`src/rtl/deconvol_if.sv`:
```
// Load/emit bus for the deconvolution block: beat stream in, recovered samples out.
interface deconvol_if;
  logic       in_valid;
  logic [7:0] Y;
  logic [7:0] B;
  logic [7:0] out;
  logic       out_valid;
  logic       done;
  logic       err;

  modport master (output in_valid, Y, B, input out, out_valid, done, err);
  modport slave  (input in_valid, Y, B, output out, out_valid, done, err);
endinterface

```
`src/rtl/deconvol.sv`:
```
// Sequential deconvolution: loads y[0..m+n-2] and b[0..n-1], recovers a[0..m-1]
// by back-substitution (n-1 multiply-subtract steps) and an 8-cycle restoring divide.
module deconvol #(
  parameter int m = 6,
  parameter int n = 5
) (
  input  logic    clk,
  input  logic    rst,
  deconvol_if.slave bus
);

  localparam int IW    = $clog2(m + n);
  localparam int DEPTH = 1 << IW;
  localparam logic [IW-1:0] BEAT_LAST = IW'(m + n - 2);
  localparam logic [IW-1:0] K_LAST    = IW'(m - 1);
  localparam logic [IW-1:0] J_LAST    = IW'(n - 1);
  localparam logic [IW-1:0] J_FIRST   = IW'(1);
  localparam logic [IW-1:0] N_IDX     = IW'(n);

  typedef enum logic [2:0] {IDLE, LOAD, SOLVE, DIV, EMIT} state_t;

  state_t state, state_nxt;

  logic [IW-1:0] beat, k, j;
  logic [2:0]    dcnt;
  logic [7:0]    r, q, rem;
  logic [7:0]    y [DEPTH];
  logic [7:0]    b [DEPTH];
  logic [7:0]    a [DEPTH];

  logic [7:0]    r_cur, term, q_src, rem_src, q_nxt, rem_nxt;
  logic [8:0]    trial, diff;
  logic          accept;

  logic [7:0]    out_r, out_nxt;
  logic          ov_r, ov_nxt, done_r, done_nxt, err_r, err_nxt;

  assign accept = (state == IDLE || state == LOAD) && bus.in_valid;

  // State register
  always_ff @(posedge clk or negedge rst) begin
    if (!rst) state <= IDLE;
    else      state <= state_nxt;
  end

  // Next-state logic
  always_comb begin
    state_nxt = state;
    case (state)
      IDLE, LOAD: if (bus.in_valid) state_nxt = (beat == BEAT_LAST) ? SOLVE : LOAD;
      SOLVE:      if (j == J_LAST) state_nxt = DIV;
      DIV:        if (dcnt == 3'd7) state_nxt = (k == K_LAST) ? EMIT : SOLVE;
      EMIT:       if (k == K_LAST) state_nxt = IDLE;
      default:    state_nxt = IDLE;
    endcase
  end

  // Residue step and one restoring-divide step
  always_comb begin
    r_cur   = (j == J_FIRST) ? y[k] : r;
    term    = (k >= j) ? a[k - j] * b[j] : '0;
    q_src   = (dcnt == 3'd0) ? r : q;
    rem_src = (dcnt == 3'd0) ? '0 : rem;
    trial   = {rem_src, q_src[7]};
    diff    = trial - {1'b0, b[0]};
    if (trial >= {1'b0, b[0]}) begin
      rem_nxt = diff[7:0];
      q_nxt   = {q_src[6:0], 1'b1};
    end else begin
      rem_nxt = trial[7:0];
      q_nxt   = {q_src[6:0], 1'b0};
    end
  end

  // Counters and datapath registers
  always_ff @(posedge clk or negedge rst) begin
    if (!rst) begin
      beat <= '0;
      k    <= '0;
      j    <= J_FIRST;
      dcnt <= '0;
      r    <= '0;
      q    <= '0;
      rem  <= '0;
    end else begin
      case (state)
        IDLE, LOAD: if (bus.in_valid) begin
          if (beat == BEAT_LAST) begin
            beat <= '0;
            k    <= '0;
            j    <= J_FIRST;
          end else begin
            beat <= beat + 1'b1;
          end
        end
        SOLVE: begin
          r <= r_cur - term;
          if (j == J_LAST) begin
            j    <= J_FIRST;
            dcnt <= '0;
          end else begin
            j <= j + 1'b1;
          end
        end
        DIV: begin
          q    <= q_nxt;
          rem  <= rem_nxt;
          dcnt <= dcnt + 1'b1;
          if (dcnt == 3'd7) k <= (k == K_LAST) ? '0 : k + 1'b1;
        end
        EMIT: k <= (k == K_LAST) ? '0 : k + 1'b1;
        default: ;
      endcase
    end
  end

  // Sample storage: loaded beats and recovered samples (no reset needed)
  always_ff @(posedge clk) begin
    if (accept) begin
      y[beat] <= bus.Y;
      if (beat < N_IDX) b[beat] <= bus.B;
    end
    if (state == DIV && dcnt == 3'd7) a[k] <= (b[0] == 8'h00) ? 8'hFF : q_nxt;
  end

  // Output logic: next values of the registered outputs
  always_comb begin
    out_nxt  = out_r;
    ov_nxt   = 1'b0;
    done_nxt = 1'b0;
    err_nxt  = 1'b0;
    if (state == EMIT) begin
      out_nxt  = a[k];
      ov_nxt   = 1'b1;
      done_nxt = (k == K_LAST);
      err_nxt  = (b[0] == 8'h00);
    end
  end

  // Output registers
  always_ff @(posedge clk or negedge rst) begin
    if (!rst) begin
      out_r  <= '0;
      ov_r   <= 1'b0;
      done_r <= 1'b0;
      err_r  <= 1'b0;
    end else begin
      out_r  <= out_nxt;
      ov_r   <= ov_nxt;
      done_r <= done_nxt;
      err_r  <= err_nxt;
    end
  end

  assign bus.out       = out_r;
  assign bus.out_valid = ov_r;
  assign bus.done      = done_r;
  assign bus.err       = err_r;

endmodule

```
`src/flat_wrapper.sv`:
```
// flat-port wrapper written by rule: the top's interface ports become plain ports
module deconvol_flat 
#(
  parameter int m = 6,
  parameter int n = 5
)
  (clk, rst, bus_in_valid, bus_Y, bus_B, bus_out, bus_out_valid, bus_done, bus_err);
  deconvol_if bus_i ();
  input  logic clk;
  input  logic rst;
  input wire logic [$bits(bus_i.in_valid)-1:0] bus_in_valid;
  input wire logic [$bits(bus_i.Y)-1:0] bus_Y;
  input wire logic [$bits(bus_i.B)-1:0] bus_B;
  output wire logic [$bits(bus_i.out)-1:0] bus_out;
  output wire logic [$bits(bus_i.out_valid)-1:0] bus_out_valid;
  output wire logic [$bits(bus_i.done)-1:0] bus_done;
  output wire logic [$bits(bus_i.err)-1:0] bus_err;
  assign bus_i.in_valid = bus_in_valid;
  assign bus_i.Y = bus_Y;
  assign bus_i.B = bus_B;
  assign bus_out = bus_i.out;
  assign bus_out_valid = bus_i.out_valid;
  assign bus_done = bus_i.done;
  assign bus_err = bus_i.err;
  deconvol #(.m(m), .n(n)) u_core (.clk(clk), .rst(rst), .bus(bus_i));
endmodule
```
`config.mk`:
```
export PLATFORM = sky130hd
export DESIGN_NAME = deconvol_flat
export DESIGN_NICKNAME = d
export VERILOG_FILES = /design/src/rtl/deconvol_if.sv /design/src/rtl/deconvol.sv /design/src/flat_wrapper.sv
export SDC_FILE = /design/constraint.sdc
export NUM_CORES = 1
export LEC_CHECK = 0
export CAP_MARGIN = 20
export CELL_PAD_IN_SITES_DETAIL_PLACEMENT = 1
export CELL_PAD_IN_SITES_GLOBAL_PLACEMENT = 1
export CORE_AREA = 2 2 185 187
export CTS_BUF_LIST = sky130_fd_sc_hd__clkbuf_8
export DETAILED_ROUTE_END_ITERATION = 12
export DIE_AREA = 0 0 187 189
export HOLD_SLACK_MARGIN = 0.15
export PLACE_DENSITY_LB_ADDON = 0.12
export SLEW_MARGIN = 20
export SYNTH_ARGS = -nofsm -noshare
export SYNTH_HDL_FRONTEND = slang
export SYNTH_SLANG_ARGS = --single-unit
```
`constraint.sdc`:
```
create_clock -name clk -period 10.4 [get_ports clk]
set_input_delay 2.08 -clock clk [delete_from_list [all_inputs] [get_ports clk]]
set_output_delay 2.08 -clock clk [all_outputs]
set_load 0.005 [all_outputs]
```
==> key figures <==
Timing
  – Skew final: 0.0341 ns
  – Slew @ Worst Pin: between 1 and 1.5 ns
  – Setup TNS: 0 ns
  – Max Freq: around 130 MHz
  – Final Cycle Share: between 70% and 80%
  – Final hold violations: 0
  – Endpoints failing setup: 0
  – Slew headroom: 18.9%
  – Crit path time final: 7.94 ns
  – Slew Viols, Final: 0
  – RSZ-0062 raised after global routing: false

GRT
  – Pin count of the biggest net entering global routing: 47
  – Remaining Overflow, GRT: 0
  – First-pass GRT wire length: 74600 um
  – Vias in the first global route: 12200
  – Initial antenna violation count: 1
  – Tot GR Track Use: 28.5%

Cells and area
  – # diodes: 0
  – Number of fillers in the final layout: 2953
  – Final net count: about 1400
  – Area added between synthesis and finish: 12.3%
  – Layout cells sized above 1: 20.5%

Setup path
  – Crit path DAT: around 8.5 ns
  – CP Max Fanout: 34
  – Worst Setup Start Kind: flip-flop
  – CP Data Required Time: 10.91 ns
  – Crit end category: flip-flop
  – Crit Path Class: reg -> reg

Logic synthesis
  – Cell area after synthesis: about 20000 um2
  – Library cells used by synthesis: a little over 60
  – Synth area leader: edfxtp_1
  – Compound-Gate Fraction of Synth Area: 3.44%
  – Ys async rst share: between 10% and 20%
  – Mux contribution to synthesized area: 18.3%
  – Area contributors post-synth: edfxtp_1 58%, mux4_2 17%, dfrtp_1 6.5%
  – Ys Warns: 0
  – Post-Synth XOR/XNOR Area: 1.36%
  – Area share of the largest cell type after synthesis: 57.6%
  – Post-synthesis sequential area ratio: 64.3%
  – Main flop type after synthesis: edfxtp_1
  – Main combinational cell family by area after synthesis: multiplexers
  – Cells after Synth: 1192
  – Post-synth EDFFs: 384
  – Syn avg cell area: 16.8 um2
  – Fraction of the mapped netlist area in simple logic gates: between 6 and 7%
  – #FFs+latches synth: between 400 and 500
  – Adder-Cell Fraction of Synth Area: 4.07%

Die
  – Core ar.: 33300 um2
  – Chip width: around 190 um
  – Initial core utilization: around three fifths
  – Die Area: 35300 um2
  – Top Ports: 30
  – Die Y: approximately 190 um
  – # rows: 67

CTS
  – TritonCTS buffer count: 72
  – Post-cts sizing count: 0
  – TritonCTS clock tree: built
  – Clock tree buffer depth: 3
  – H-Tree Depth: 3
  – Hold buffers post-CTS: 0
  – Worst skew pair latency: 0.65 ns
  – # clock sinks: around 440
  – Clk slew on worst S/H paths: about 0.060 ns
  – Root Driver: clkbuf_8
  – Post-CTS Setup Inserts: 0

Placed design
  – Estimated wirelength of the detail-placed design: around 32000 um
  – Placer Congestion: a little under 0.8
  – Port bufs: 29

Drt
  – Via density: 6.12
  – Final ANT Viol Nets: 0
  – DR pass1 iterations: 4
  – DRC violations left: 0
  – DRT iter0 DRCs: between 900 and 1000
  – DR vias: between 10000 and 15000
  – Post-Route WL: 47700 um
  – WL/cell: 25.8 um

Hold path
  – Type of the tightest min-delay check: reg -> reg

Run
  – Max-cap violation count: 0

Run status
  – Status: complete, no violations
-- cells in the final DEF, fill, tap and decap left out, types with 17 or more instances in the layout --
| master | Yosys | final |
|---|---|---|
| clkdlybuf4s50_1 | 0 | 28 |
| a21oi_1 | 27 | 27 |
| edfxtp_1 | 384 | 384 |
| mux2i_1 | 24 | 24 |
| xnor2_1 | 18 | 17 |
| conb_1 | 1 | 88 |
| buf_4 | 2 | 22 |
| nor2_1 | 77 | 77 |
| mux4_2 | 148 | 148 |
| o21ai_0 | 45 | 45 |
| ha_1 | 41 | 40 |
| inv_1 | 46 | 79 |
| clkbuf_8 | 0 | 77 |
| dfrtp_1 | 52 | 50 |
| nand2_1 | 96 | 96 |
-- routing by layer --
layer  global-route usage [%]  wire [um]
met1                     38.4      19700
met2                     47.8      24200
met3                     5.23       2500
met4                     9.62       1300
met5                        0         12
-- kinds of logic (layout without fill, tap and decap cells) --
group | after synthesis | after routing
AOI/OAI and AO/OA | 115 | 115
xor gates and xnor gates | 27 | 27
adders and majority gates | 56 | 56
buffers and inverters | 108 | 231
DFF | 437 | 437
muxes | 179 | 179
other | 1 | 88
and+or+nand+nor | 269 | 269
-- per-stage QoR --
step | instances | hold WS, ns | worst slack (ns) | utilization, % | cell area (um2)
after global routing | 1850 | 0.527 | 2.01 | 67.5 | 22500
after global placement | 1715 | 0.461 | 2.83 | 63.3 | 21100
after detailed placement | 1715 | 0.467 | 2.59 | 63.3 | 21100
final | 1850 | 0.473 | 2.46 | 67.5 | 22500
after floorplan | 1279 | 0.450 | 3.31 | - | 20300
after CTS | 1848 | 0.480 | 2.46 | 67.5 | 22500
-- worst paths after layout --
kind                                   startpoint              endpoint  slack [ns]  cells past startpoint
worst max register to register        u_core.k[0]           u_core.r[7]        2.46                     26
worst min-delay path            u_core.bus.out[1]     u_core.bus.out[1]        0.47                      2
max in group asynchronous                     rst           u_core.k[0]        8.11                      2
worst min register to register  u_core.bus.out[1]     u_core.bus.out[1]        0.47                      2
worst max-delay path                  u_core.k[0]           u_core.r[7]        2.46                     26
min in group asynchronous                     rst  u_core.bus.out_valid        1.29                      1
-- state kept, by name (all words and copies together), names as in the netlist --
signal	flops
u_core.a	128
u_core.b	128
u_core.beat	4
u_core.bus.done	1
u_core.bus.err	1
u_core.bus.out	8
u_core.bus.out_valid	1
u_core.dcnt	3
u_core.j	4
u_core.k	4
u_core.q	8
u_core.r	8
u_core.rem	8
u_core.state	3
u_core.y	128
-- Yosys cell counts, drive strengths merged, types with 3 or more instances --
cell type    n
a211o        4
a21o         8
a21oi       27
a22o         5
and2        10
and3         7
buf         26
clkbuf      35
dfrtp       52
edfxtp     384
fa          15
ha          41
inv         46
mux2         6
mux2i       24
mux4       149
nand2       96
nand2b      14
nand3       16
nand4        5
nor2        77
nor2b       11
nor3        18
nor4         4
o21a         3
o21ai       50
o31ai        3
or2          3
or3          3
xnor2       19
xor2         6
-- area by class of cell --
type | instances | area (um2) | share of cell area, %
clock buffer | 77 | 1060 | 4.72
clock inverter | 56 | 318 | 1.41
inverter | 47 | 176 | 0.785
multi-input combinational | 734 | 7040 | 31.3
sequential | 437 | 12900 | 57.3
tap | 448 | 561 | 2.49
timing repair buffer | 51 | 450 | 2.00
-- critical path: stages (launching register included) --
cell      delay [ns]
dfrtp_4         0.70
inv_1           0.23
ha_2            0.21
inv_1           0.05
fa_1            0.79
buf_4           0.45
mux4_2          0.57
mux2i_1         0.14
o21ai_0         0.29
and3_1          0.33
fa_1            0.39
fa_1            0.45
ha_1            0.28
inv_1           0.04
fa_1            0.47
inv_1           0.04
ha_1            0.31
a21oi_1         0.20
xnor2_1         0.17
nand2_1         0.09
ha_1            0.39
a21o_1          0.21
a31oi_1         0.21
xnor2_1         0.27
nor4_1          0.12
nor4bb_1        0.28
nand2_1         0.09
Power is not shown: default switching activity piles up to over one toggle a cycle in this logic, so the estimate is an artifact.
